===== src/rtl/core_pkg.sv =====
// Shared definitions for the pipeline stages: fetch FSM encoding,
// bubble instruction and default reset PC.
package core_pkg;

    typedef enum logic [1:0] {
        BOOT  = 2'd0,
        FETCH = 2'd1,
        WAIT  = 2'd2,
        DROP  = 2'd3
    } fetch_state_e;

    // addi x0,x0,0
    localparam logic [31:0] DEFAULT_NOP_INST = 32'h0000_0013;
    localparam logic [31:0] DEFAULT_RESET_PC = 32'h0000_0000;

    // Increment that sticks at all-ones instead of wrapping
    function automatic logic [31:0] sat_inc(input logic [31:0] value);
        return (value == 32'hFFFF_FFFF) ? value : value + 32'd1;
    endfunction

endpackage


===== src/rtl/if_id_pipe_reg.sv =====
// Generic pipeline register with enable / stall / flush priority.
// Stall beats flush so an instruction held in the next stage is never lost.
module if_id_pipe_reg
    import core_pkg::*;
#(
    parameter logic [31:0] BUBBLE_INST = DEFAULT_NOP_INST
) (
    input  logic        clk,
    input  logic        rst,
    input  logic        en,
    input  logic        stall,
    input  logic        flush,
    input  logic        load_valid,
    input  logic [31:0] pc_in,
    input  logic [31:0] inst_in,
    output logic [31:0] pc_out,
    output logic [31:0] inst_out,
    output logic        valid_out
);

    logic [31:0] pc_q, pc_d;
    logic [31:0] inst_q, inst_d;
    logic        valid_q, valid_d;

    // Select hold / bubble / load for the next register contents
    always_comb begin
        pc_d    = pc_q;
        inst_d  = inst_q;
        valid_d = valid_q;
        if (en && !stall) begin
            pc_d = pc_in;
            if (!flush && load_valid) begin
                inst_d  = inst_in;
                valid_d = 1'b1;
            end else begin
                inst_d  = BUBBLE_INST;
                valid_d = 1'b0;
            end
        end
    end

    // Register storage, reset to a bubble
    always_ff @(posedge clk or posedge rst) begin
        if (rst) begin
            pc_q    <= 32'h0;
            inst_q  <= BUBBLE_INST;
            valid_q <= 1'b0;
        end else begin
            pc_q    <= pc_d;
            inst_q  <= inst_d;
            valid_q <= valid_d;
        end
    end

    assign pc_out    = pc_q;
    assign inst_out  = inst_q;
    assign valid_out = valid_q;

endmodule


===== src/rtl/if_stage_fetch.sv =====
// Instruction-fetch stage: PC register, imem request FSM and IF/ID register.
// A redirect that arrives while a request is outstanding is parked in a
// redirect register and the stale response is dropped when it returns.
// Optional performance counters are enabled with the FETCH_PERF_EN macro.
module if_stage_fetch
    import core_pkg::*;
#(
    parameter logic [31:0] RESET_PC = DEFAULT_RESET_PC,
    parameter logic [31:0] NOP_INST = DEFAULT_NOP_INST
) (
    input  logic        clk,
    input  logic        rst,
    input  logic        PC_EN_IF,
    input  logic        reg_FD_EN,
    input  logic        reg_FD_stall,
    input  logic        reg_FD_flush,
    input  logic        Branch_ID,
    input  logic [31:0] jump_PC_ID,
    output logic [31:0] imem_addr,
    output logic        imem_req,
    input  logic        imem_ready,
    input  logic [31:0] inst_in,
    output logic [31:0] PC_IF,
    output logic [31:0] PC_ID,
    output logic [31:0] inst_ID,
    output logic        valid_ID
`ifdef FETCH_PERF_EN
    ,
    output logic [31:0] perf_fetch_cnt,
    output logic [31:0] perf_bubble_cnt,
    output logic [31:0] perf_redirect_cnt
`endif
);

    fetch_state_e state_q, state_d;
    logic [31:0]  pc_q, pc_d;
    logic [31:0]  redirect_q, redirect_d;

    logic branch_taken;
    logic active;
    logic usable_rsp;

    // A branch only counts while the PC is allowed to move
    assign branch_taken = Branch_ID & PC_EN_IF;
    assign active       = (state_q == FETCH) || (state_q == WAIT);
    // Data returned together with a redirect belongs to the wrong path
    assign usable_rsp   = imem_ready & active & ~branch_taken;

    // State, PC and redirect registers
    always_ff @(posedge clk or posedge rst) begin
        if (rst) begin
            state_q    <= BOOT;
            pc_q       <= RESET_PC;
            redirect_q <= 32'h0;
        end else begin
            state_q    <= state_d;
            pc_q       <= pc_d;
            redirect_q <= redirect_d;
        end
    end

    // Next-state logic; a redirect in FETCH restarts the fetch directly,
    // a redirect in WAIT without a response parks the target and drops
    always_comb begin
        state_d    = state_q;
        redirect_d = redirect_q;
        case (state_q)
            BOOT:  state_d = FETCH;
            FETCH: begin
                if (!branch_taken && !imem_ready) begin
                    state_d = WAIT;
                end
            end
            WAIT: begin
                if (imem_ready) begin
                    state_d = FETCH;
                end else if (branch_taken) begin
                    state_d    = DROP;
                    redirect_d = jump_PC_ID;
                end
            end
            DROP: begin
                if (imem_ready) begin
                    state_d = FETCH;
                end
            end
            default: state_d = BOOT;
        endcase
    end

    // PC update; the parked redirect is applied as soon as the stale
    // response completes, since that target was already accepted
    always_comb begin
        pc_d = pc_q;
        case (state_q)
            FETCH, WAIT: begin
                if (PC_EN_IF) begin
                    if (Branch_ID && (state_q == FETCH || imem_ready)) begin
                        pc_d = jump_PC_ID;
                    end else if (imem_ready && !Branch_ID) begin
                        pc_d = pc_q + 32'd4;
                    end
                end
            end
            DROP: begin
                if (imem_ready) begin
                    pc_d = redirect_q;
                end
            end
            default: pc_d = pc_q;
        endcase
    end

    // Request is raised in every state except the boot cycle
    always_comb begin
        imem_req = (state_q != BOOT);
    end

    assign imem_addr = pc_q;
    assign PC_IF     = pc_q;

    if_id_pipe_reg #(
        .BUBBLE_INST (NOP_INST)
    ) u_if_id (
        .clk        (clk),
        .rst        (rst),
        .en         (reg_FD_EN),
        .stall      (reg_FD_stall),
        .flush      (reg_FD_flush),
        .load_valid (usable_rsp),
        .pc_in      (pc_q),
        .inst_in    (inst_in),
        .pc_out     (PC_ID),
        .inst_out   (inst_ID),
        .valid_out  (valid_ID)
    );

`ifdef FETCH_PERF_EN
    logic [31:0] fetch_cnt_q, fetch_cnt_d;
    logic [31:0] bubble_cnt_q, bubble_cnt_d;
    logic [31:0] redirect_cnt_q, redirect_cnt_d;
    logic        fd_load;
    logic        fetch_load;
    logic        redirect_accept;

    assign fd_load         = reg_FD_EN & ~reg_FD_stall;
    assign fetch_load      = fd_load & ~reg_FD_flush & usable_rsp;
    assign redirect_accept = branch_taken & active;

    // Saturating event counters
    always_comb begin
        fetch_cnt_d    = fetch_cnt_q;
        bubble_cnt_d   = bubble_cnt_q;
        redirect_cnt_d = redirect_cnt_q;
        if (fetch_load) begin
            fetch_cnt_d = sat_inc(fetch_cnt_q);
        end
        if (fd_load && !fetch_load) begin
            bubble_cnt_d = sat_inc(bubble_cnt_q);
        end
        if (redirect_accept) begin
            redirect_cnt_d = sat_inc(redirect_cnt_q);
        end
    end

    // Counter registers
    always_ff @(posedge clk or posedge rst) begin
        if (rst) begin
            fetch_cnt_q    <= 32'h0;
            bubble_cnt_q   <= 32'h0;
            redirect_cnt_q <= 32'h0;
        end else begin
            fetch_cnt_q    <= fetch_cnt_d;
            bubble_cnt_q   <= bubble_cnt_d;
            redirect_cnt_q <= redirect_cnt_d;
        end
    end

    assign perf_fetch_cnt    = fetch_cnt_q;
    assign perf_bubble_cnt   = bubble_cnt_q;
    assign perf_redirect_cnt = redirect_cnt_q;
`endif

endmodule

===== config.mk =====
export PLATFORM = sky130hd
export DESIGN_NAME = if_stage_fetch
export DESIGN_NICKNAME = d
export VERILOG_FILES = /design/src/rtl/core_pkg.sv /design/src/rtl/if_id_pipe_reg.sv /design/src/rtl/if_stage_fetch.sv
export SDC_FILE = /design/constraint.sdc
export NUM_CORES = 1
export LEC_CHECK = 0
export ABC_AREA = 1
export BUFFER_PORTS_ARGS = -buffer_cell sky130_fd_sc_hd__buf_4
export CAP_MARGIN = 15
export CORE_MARGIN = 5
export CORE_UTILIZATION = 30
export DETAILED_ROUTE_END_ITERATION = 6
export SYNTH_ARGS = -nofsm -noshare
export SYNTH_HDL_FRONTEND = slang
export SYNTH_SLANG_ARGS = --single-unit
export TNS_END_PERCENT = 5

===== constraint.sdc =====
create_clock -name clk -period 9.6 [get_ports clk]
set_clock_uncertainty 0.15 [all_clocks]
set_input_delay 0.96 -clock clk [delete_from_list [all_inputs] [get_ports clk]]
set_output_delay 0.96 -clock clk [all_outputs]
set_load 0.02 [all_outputs]

## Word-level counts from Yosys, hierarchy flattened

Index checks and enable logic that the tools add are counted.

- Flip-flop bits (word level): 131
- Input port bits: 72
- Output and inout bits: 130
- Logic and storage cells: 51

- Add/sub/neg operators: 1
- Eq/ne operators: 8
- Muxes and demuxes: 12
- Bitwise logic cells: 5
- Reduce and logical (&&, ||, !) cells: 19

Operators with widths:

| cell | count |
|---|---|
| two-way mux 32 bit | 5 |
| case mux 32 bit (2 select lines) | 1 |
| adder 32 x 3 -> 32 bit, second input constant | 1 |
| two-way mux 2 bit | 4 |
| case mux 2 bit (4 select lines) | 1 |
| inequality test 3 bit, second input constant | 2 |
| AND reduction 3 bit | 2 |
| logical AND 1 bit | 5 |
| logical NOT 1 bit | 5 |
| equality test 2 bit, second input constant | 2 |
| inequality test 2 bit, second input constant | 2 |
| AND reduction 4 bit | 1 |
| nonzero test 2 bit | 2 |
| AND 1 bit | 3 |
| equality test 2 x 1 -> 1 bit, second input constant | 1 |
| logical NOT 2 bit | 1 |
| logical OR 1 bit | 2 |
| inequality test 2 x 1 -> 1 bit, second input constant | 1 |
| NOT 1 bit | 2 |
| OR reduction 2 bit | 1 |
| two-way mux 1 bit | 1 |

## Longest topological paths before layout

Gate-level depths: netlist of run 1.

- Depth after elaboration: 6
- Gate-level depth with buffers: 12
- Gate-level depth less buffers: 12

## Modules after synthesis

Synthesis of run 1 repeated with hierarchy kept, for this count alone.

- Cells, all modules: 949
- Area, all modules: 7099.3 µm²

By module, submodules not included:

| module | instances | cells an instance | area each (µm²) | sequential area each (µm²) |
|---|---|---|---|---|
| if_stage_fetch | 1 | 658 | 4445.5 | 1651.6 |
| if_id_pipe_reg | 1 | 291 | 2653.8 | 1630.3 |

## Worst setup path after synthesis of run 1

No wires, ideal clock.

- Path type: input to register
- From: input reg_FD_EN
- To: register u_if_id.inst_q[0], in the netlist u_if_id.inst_out[0]
- Setup time: 0.080 ns
- Arrival time: 1.816 ns
- Data required time: 9.370 ns
- Slack: 7.554 ns
- Stages: 7
- Buffers on the path: 1
- Path through: inv_1 -> nor2_1 -> inv_1 -> nor2_1 -> buf_2 -> inv_1 -> o22a_1

- Cells in the longest elaborated chain, start to end: 1

RTL lines:

| what | RTL line | source |
|---|---|---|
| start: declaration | if_stage_fetch.sv:14 | `input logic reg_FD_EN,` |
| logical AND 1 bit | if_id_pipe_reg.sv:30 | `if (en && !stall) begin` |
| end signal: assignment | if_id_pipe_reg.sv:50 | `inst_q <= inst_d;` |
| end: declaration | if_id_pipe_reg.sv:22 | `logic [31:0] inst_q, inst_d;` |

No other way between the ends.
A chain may end at the register's enable or synchronous reset.

## Worst setup path after layout of run 1

- From: register state_q[0]
- To: register pc_q[5], in the netlist PC_IF[5]

- Cells in the longest elaborated chain, start to end: 6
- Elaborated cells between the ends (all ways): 14
- Those cells by class: 6 x eq/ne; 3 x mux; 5 x reduce/logical

RTL lines:

| what | RTL line | source |
|---|---|---|
| start: declaration | if_stage_fetch.sv:35 | `fetch_state_e state_q, state_d;` |
| start signal: assignment | if_stage_fetch.sv:56 | `state_q <= state_d;` |
| equality test 2 x 1 -> 1 bit | if_stage_fetch.sv:95, if_stage_fetch.sv:98 |  |
| logical OR 1 bit | if_stage_fetch.sv:98 | `if (Branch_ID && (state_q == FETCH \|\| imem_ready)) begin` |
| logical AND 1 bit | if_stage_fetch.sv:98 |  |
| two-way mux 32 bit | if_stage_fetch.sv:98 |  |
| two-way mux 32 bit | if_stage_fetch.sv:97 | `if (PC_EN_IF) begin` |
| case mux 32 bit (2 select lines) | if_stage_fetch.sv:95 | `case (state_q)` |
| end signal: assignment | if_stage_fetch.sv:57 | `pc_q <= pc_d;` |
| end: declaration | if_stage_fetch.sv:36 | `logic [31:0] pc_q, pc_d;` |

Parallel ways exist; a longest one is shown, timed or not. The select of a mux whose other input is x is not followed.

==> metrics.md, run 1 <==
| Metric | Value |
|---|---|
| Status | finished, final reports clean |
| Hold buffers post-CTS | 0 |
| Max Cap Viol | 0 |
| Largest family of logic cells by synthesized area | simple AND/OR/NAND/NOR gates |
| Antenna Cells | 0 |
| Hold crit path type | flip-flop to flip-flop |
| Grt ovf | 0 |
| H-tree Lvls | 4 |
| Starting Density | 30.21% |
| # rows | 55 |
| DP HPWL | 14,940 µm |
| Nets@finish | 1,085 |
| Top Ports | 202 |
| Fin crit period | 3255 ps |
| Post-Synth Adder-Cell Area | 1.292% |
| Warnings from Yosys | 0 |
| Latest clock arrival within the worst-skew pair | 430 ps |
| Number of library cell types mapped by synthesis | 33 |
| CTS tree | built |
| Worst rel slew slack | 35.79% |
| CP Launch Point | state_q[0] |
| Routed Antenna Nets | 0 |
| Met3 Use GR | 6.056% |
| Largest cells by area after synthesis | dfrtp_1, nand2_1, o21ai_0 |
| Post-CTS setup buffer count | 0 |
| First-pass GRT wire length | 32,460 µm |
| Reg2reg start | state_q[0] |
| Iteration-0 DRC count of the detailed router | 554 |
| Crit end category | flip-flop |
| Mux cell area share after synthesis | 2.493% |
| Reg2Reg Depth | 9 |
| GR Util met1 | 21.36% |
| Routed wire length | 20,660 µm |
| Synth Area in Simple Gates | 24.13% |
| Root buffer cell | clkbuf_16 |
| Worst-margin pin slew | 959.6 ps |
| Layout overhead on the synthesized area | 31.96% |
| Leakage | 0.004634 µW |
| Hold path depth | 2 |
| WP data required | 9740 ps |
| Fin Setup TNS | 0 ps |
| XOR/XNOR Fraction of Synth Area | 1.034% |
| Top-area cell type share of the netlist area | 47.27% |
| Fmax | 0.3072 GHz |
| Worst setup path class | flip-flop to flip-flop |
| Critical path peak fanout | 54 |
| Post-synthesis sequential area ratio | 48.43% |
| Dpl ws | 5524 ps |
| Die area | 0.02569 mm² |
| Worst Setup Start Kind | flip-flop |
| Share of layout cells above drive strength 1 | 27.38% |
| Flop2flop setup slack | 6350 ps |
| Area leader, netlist | dfrtp_1 |
| Final Cycle Share | 33.90% |
| Busiest grt layer | met2 |
| Synth Area in Compound Gates | 12.35% |
| Critical path arrival | 3400 ps |
| Mapped Cells | 848 |
| Post-CTS sizing | 0 |
| #FFs+latches synth | 131 |
| Global-route met2 utilization | 23.78% |
| Number of global-route vias before repair | 5,750 |
| Core Region | 0.02243 mm² |
| Commonest non-fill, non-tap cell in the layout | nand2_1 |
| Pwr/cell area | 330.3 mW/mm² |
| Worst r2r dst | PC_IF[5] |
| Worst Setup Slack, final | 6345 ps |
| Post-Syn Area | 0.006776 mm² |
| Clock Tree Buf Depth | 2 |
| Height of the die | 160.3 µm |
| Mapped Nets | 927 |
| Fin. Hold Viols | 0 |
| Initial antenna violation count | 1 |
| Via-to-Cell Ratio | 4.527 |
| Clock sink count | 131 |
| Clock transition at the registers of the reported paths | 60 ps |
| Fill cells | 2,325 |
| Routed len/inst | 15.85 µm |
| Commonest non-fill, non-tap cells in the layout | nand2_1, buf_4, dfrtp_1 |
| Via Count | 5,903 |
| Peak VDD IR | 0.0001459 V |
| # port buffers | 201 |
| Drt pass-1 iters | 5 |
| DRC viols | 0 |
| Number of buffers created by CTS | 17 |
| Worst Hold Launch | u_if_id.pc_out[11] |
| Gr usage total | 15.93% |
| Final setup violation count | 0 |
| GPL Wtd Cong | 0.8519 |
| Unrepaired setup endpoints after global routing | no |
| Worst Hold End | u_if_id.pc_out[11] |
| Slew Viols, Final | 0 |
| Avg Inst Size Synth | 7.991 µm² |
| Die X | 160.3 µm |
| Largest net degree at the start of global routing | 87 |
through the flow:
step | area [µm²] | utilization [%] | power (µW) | hold slack, ps | instances
after global placement | 8283 | 36.92 | 2255 | 306.7 | 1271
after detailed placement | 8283 | 36.92 | 2269 | 311.0 | 1271
after global routing | 8942 | 39.86 | 3172 | 351.6 | 1304
final | 8942 | 39.86 | 2954 | 321.6 | 1304
after CTS | 8927 | 39.79 | 2986 | 325.2 | 1303
after floorplan | 6777 | - | 1815 | 302.9 | 848
critical path, cell delays in order, from the launching register on:
cell	delay, ps
dfrtp_1	430
ha_1	630
inv_2	540
nor2_1	290
inv_2	80
o211ai_4	80
buf_4	470
inv_2	200
o211ai_1	140
o21ai_0	110
worst max-delay path by stage:
stage	endpoint	slack, ps	cells past startpoint
floorplan	PC_IF[0]	5000	1
global placement	u_if_id.inst_out[0]	5610	7
detailed placement	u_if_id.inst_out[0]	5520	7
CTS	u_if_id.inst_out[0]	5970	7
global route	PC_IF[6]	6060	9
finish	PC_IF[5]	6350	9
state kept, by name (all words and copies together) (netlist names):
signal	cells
PC_IF	32
redirect_q	32
state_q	2
u_if_id.inst_out	32
u_if_id.pc_out	32
u_if_id.valid_out	1
cells in the mapped netlist (all sizes together):
library cell  instances
a22o                 29
buf                  49
and2                  2
dfstp                 3
nand3                32
o31ai                 1
o21ai                75
o22a                  3
a21oi                15
xnor2                 3
mux2                 15
inv                  76
xor2                  5
o21bai                2
a211oi                2
nand2               272
ha                    7
dfrtp               128
nand4                 1
o211ai                7
nor2                102
clkbuf               19
report_power, final:
part | total [µW] | switching, µW | internal (µW)
registers | 975 | 221 | 754
clock network | 701 | 245 | 456
logic | 1280 | 781 | 497
cell type report:
| type | count | area, µm² | area share [%] |
|---|---|---|---|
| clock buffer | 20 | 466.7 | 5.219 |
| clock inverter | 12 | 177.7 | 1.987 |
| inverter | 76 | 287.8 | 3.218 |
| multi-input combinational | 573 | 2810 | 31.43 |
| sequential | 131 | 3282 | 36.70 |
| tap | 285 | 356.6 | 3.988 |
| timing repair buffer | 207 | 1562 | 17.46 |
logic make-up (layout without fill, tap and decap cells):
logic type / count (synthesis) / count (layout)
buf+inv: 144 / 315
mux: 15 / 15
fa+ha+maj: 7 / 7
compound gates: 134 / 134
simple gates: 409 / 409
xor+xnor: 8 / 8
flops: 131 / 131
routing by layer:
layer  up-vias  wire length (µm)
met1      2721              9466
met2       170              9113
met4         2               359
met5         -                20
li1       2989                 -
met3        21              1704
No activity file was read; power rests on OpenSTA's default activity.
==> run 2, diff against run 1 <==
ABC_AREA = 0   (was 1)
clock period = 3.2 ns   (was 9.6 ns; I/O delays follow)
==> run 2 against run 1 <==
Net effect:
- sequential share of layout area down 1.4 points
- core utilization up 3.1 points
- synthesized cell count down 22%
- count of clock-buffer cells in the layout down 3
- critical path depth down 3
- combinational power rose to 2.7 times the previous value
- final area up 4.0%
- cell count down 9.4%
- setup slack worse by 5600 ps
- register-to-register slack worse by 5600 ps
- routed wire length up 1.2%
- critical endpoint is now PC_IF[20]
- largest cell class unchanged
==> metrics.md, run 2 <==
| Metric | Value |
|---|---|
| Avg Inst Size Synth | 9.842 µm² |
| Number of library cell types mapped by synthesis | 64 |
| Crit-path slowest cell | nor4_4 |
| Latest clock arrival within the worst-skew pair | 420 ps |
| WP depth | 6 |
| Fin. Hold Viols | 0 |
| Leakage | 0.004437 µW |
| NetSw | 3470 µW |
| Flop pwr share | 35.8% |
| Initial antenna violation count | 0 |
| Fin Setup TNS | 0 ps |
| Clock share of power | 22.6% |
| Height of the die | 157.5 µm |
| Mapped Cells | 663 |
| # port buffers | 201 |
| Critical path peak fanout | 10 |
| Nets@finish | 967 |
| Largest net degree at the start of global routing | 63 |
| Critical path arrival | 2620 ps |
| CTS tree | built |
| Clock sink count | 131 |
| Worst setup path class | flip-flop to flip-flop |
| Die X | 157.5 µm |
| Fin area | 0.009299 mm² |
| Pwr/cell area | 885.4 mW/mm² |
| Hold crit path type | primary input to flip-flop |
| # rows | 54 |
| Routed Antenna Nets | 0 |
| Worst-margin pin slew | 719.3 ps |
| Max incr delay on CP | 560 ps |
| Synth cell count leaders | nand2_1, dfrtp_1, a21oi_1, o21ai_0, buf_4 |
| Iteration-0 DRC count of the detailed router | 466 |
| Antenna Cells | 0 |
| Worst Setup Start Kind | flip-flop |
| Gr usage total | 16.62% |
| Worst path cell trace | ha_1, nand3_1, nor4_4, nand2_1, o31a_1, o21ai_1 |
| Dpl ws | 802.5 ps |
| Drt pass-1 iters | 5 |
| Net Sw Frac | 42.14% |
| Commonest non-fill, non-tap cells in the layout | buf_4, nand2_1, dfrtp_1 |
| Worst rel slew slack | 51.95% |
| Post-Syn Area | 0.006525 mm² |
| Die area | 0.02480 mm² |
| H-tree Lvls | 4 |
| Mapped Nets | 742 |
| Share of layout cells above drive strength 1 | 33.85% |
| Post-synthesis sequential area ratio | 50.30% |
| Hold path depth | 2 |
| GPL Wtd Cong | 0.8404 |
| Number of instances in the placed design | 1,086 |
| Unrepaired setup endpoints after global routing | no |
| Commonest non-fill, non-tap cell in the layout | buf_4 |
| Number of buffers created by CTS | 17 |
| Non-Filler Instances | 1,181 |
| Grt ovf | 0 |
| Routed wire length | 20,920 µm |
| DP HPWL | 14,960 µm |
| Layout overhead on the synthesized area | 42.51% |
| Asr flop ratio synth | 100.0% |
| Max Cap Viol | 0 |
| #FFs+latches synth | 131 |
| Number of synthesized flops with an enable pin | 0 |
| Clock Tree Buf Depth | 2 |
| Ys flop type | dfrtp_1 |
| Cell Area, Placed | 0.008103 mm² |
| Fin crit period | 2429 ps |
| Number of global-route vias before repair | 5,555 |
| Area leader, netlist | dfrtp_1 |
| Warnings from Yosys | 0 |
| Core Region | 0.02162 mm² |
| Largest cells by area after synthesis | dfrtp_1, nand2_1, mux2_2 |
| Post-CTS sizing | 0 |
| Root buffer cell | clkbuf_16 |
| Routed len/inst | 17.71 µm |
| Count leader, synth | nand2_1 |
| Delay-heaviest family, CP | simple AND/OR/NAND/NOR gates |
| Clock transition at the registers of the reported paths | 60 ps |
| Starting Density | 30.18% |
| DRC viols | 0 |
| First-pass GRT wire length | 32,130 µm |
| Fill cells | 2,064 |
| Comb pwr share | 41.6% |
| Status | finished, final reports clean |
| Final core occ | 43.01% |
| Top Ports | 202 |
| Buf+Inv Stages, Crit Path | 0 |
| Reg2Reg Depth | 6 |
| Peak VDD IR | 0.0002757 V |
| Final Cycle Share | 75.89% |
| Fmax | 0.4118 GHz |
| Via-to-Cell Ratio | 4.925 |
| WP data required | 3390 ps |
| Final setup violation count | 0 |
| Via Count | 5,817 |
| Worst Setup Slack, final | 771.4 ps |
| Cell-internal power | 4764 µW |
| Slew Viols, Final | 0 |
| Top-area cell type share of the netlist area | 49.09% |
| Crit end category | flip-flop |
==> run 2: cell count changes after synthesis, sizes merged, moves of 11 or more <==
cell | previous run | this run
a21oi | 15 | 37
and3 | 0 | 11
inv | 76 | 6
mux2 | 15 | 32
nand2 | 272 | 146
nand3 | 32 | 16
nor2 | 102 | 25
o21ai | 75 | 40
==> run 2: cell families after synthesis <==
group | synth area share (%)
compound gates | 17.14
xor+xnor | 0.5370
fa+ha+maj | 1.342
buf+inv | 7.191
flops | 50.30
mux | 6.136
simple gates | 17.35
==> run 2: metal layers <==
layer	part of all wire (%)	vias to the layer above	wire [µm]	global-route usage [%]
li1	-	2784	-	-
met4	1.8	0	384	5.449
met1	46	2804	9552	23.26
met3	6.0	29	1249	3.602
met5	0	-	0	0
met2	47	200	9730	25.67
==> run 2: final timing paths <==
check | start | slack [ps] | end
min | jump_PC_ID[31] | 40 | redirect_q[31]
max reg2reg | PC_IF[2] | 770 | PC_IF[20]
max in group asynchronous | rst | 1720 | u_if_id.pc_out[3]
max | PC_IF[2] | 770 | PC_IF[20]
min in group asynchronous | rst | 430 | PC_IF[0]
min reg2reg | u_if_id.pc_out[18] | 320 | u_if_id.pc_out[18]
==> run 2: power groups by stage <==
stage,registers [µW],clock network (µW),logic [µW]
after floorplan,3170,0,1860
after global placement,2930,0,3380
after detailed placement,2970,0,3390
after CTS,2940,1910,3460
after global routing,3060,1980,3700
final,2950,1860,3430
==> run 2: cell type report <==
type	instances	area, µm²	share of cell area, %
clock buffers	17	425.4	4.575
multi-input cells	453	2798	30.09
flip-flops and latches	131	3282	35.29
repair buffers	279	2277	24.49
clock inverters	15	140.1	1.507
inverters	6	26.28	0.2826
well taps	280	350.3	3.767
==> run 2: repair_timing <==
action | in CTS | in global routing
setup buffers | 0 | 0
hold buffers | 63 | 0
hold endpoints to repair | 87 | 0
setup endpoints to repair | 0 | 0
==> run 2: through the flow <==
stage               power (µW)  hold slack, ps
floorplan                 5024           297.7
global placement          6308           310.0
detailed placement        6352           313.7
CTS                       8305           16.88
global route              8739           24.91
finish                    8233           37.82
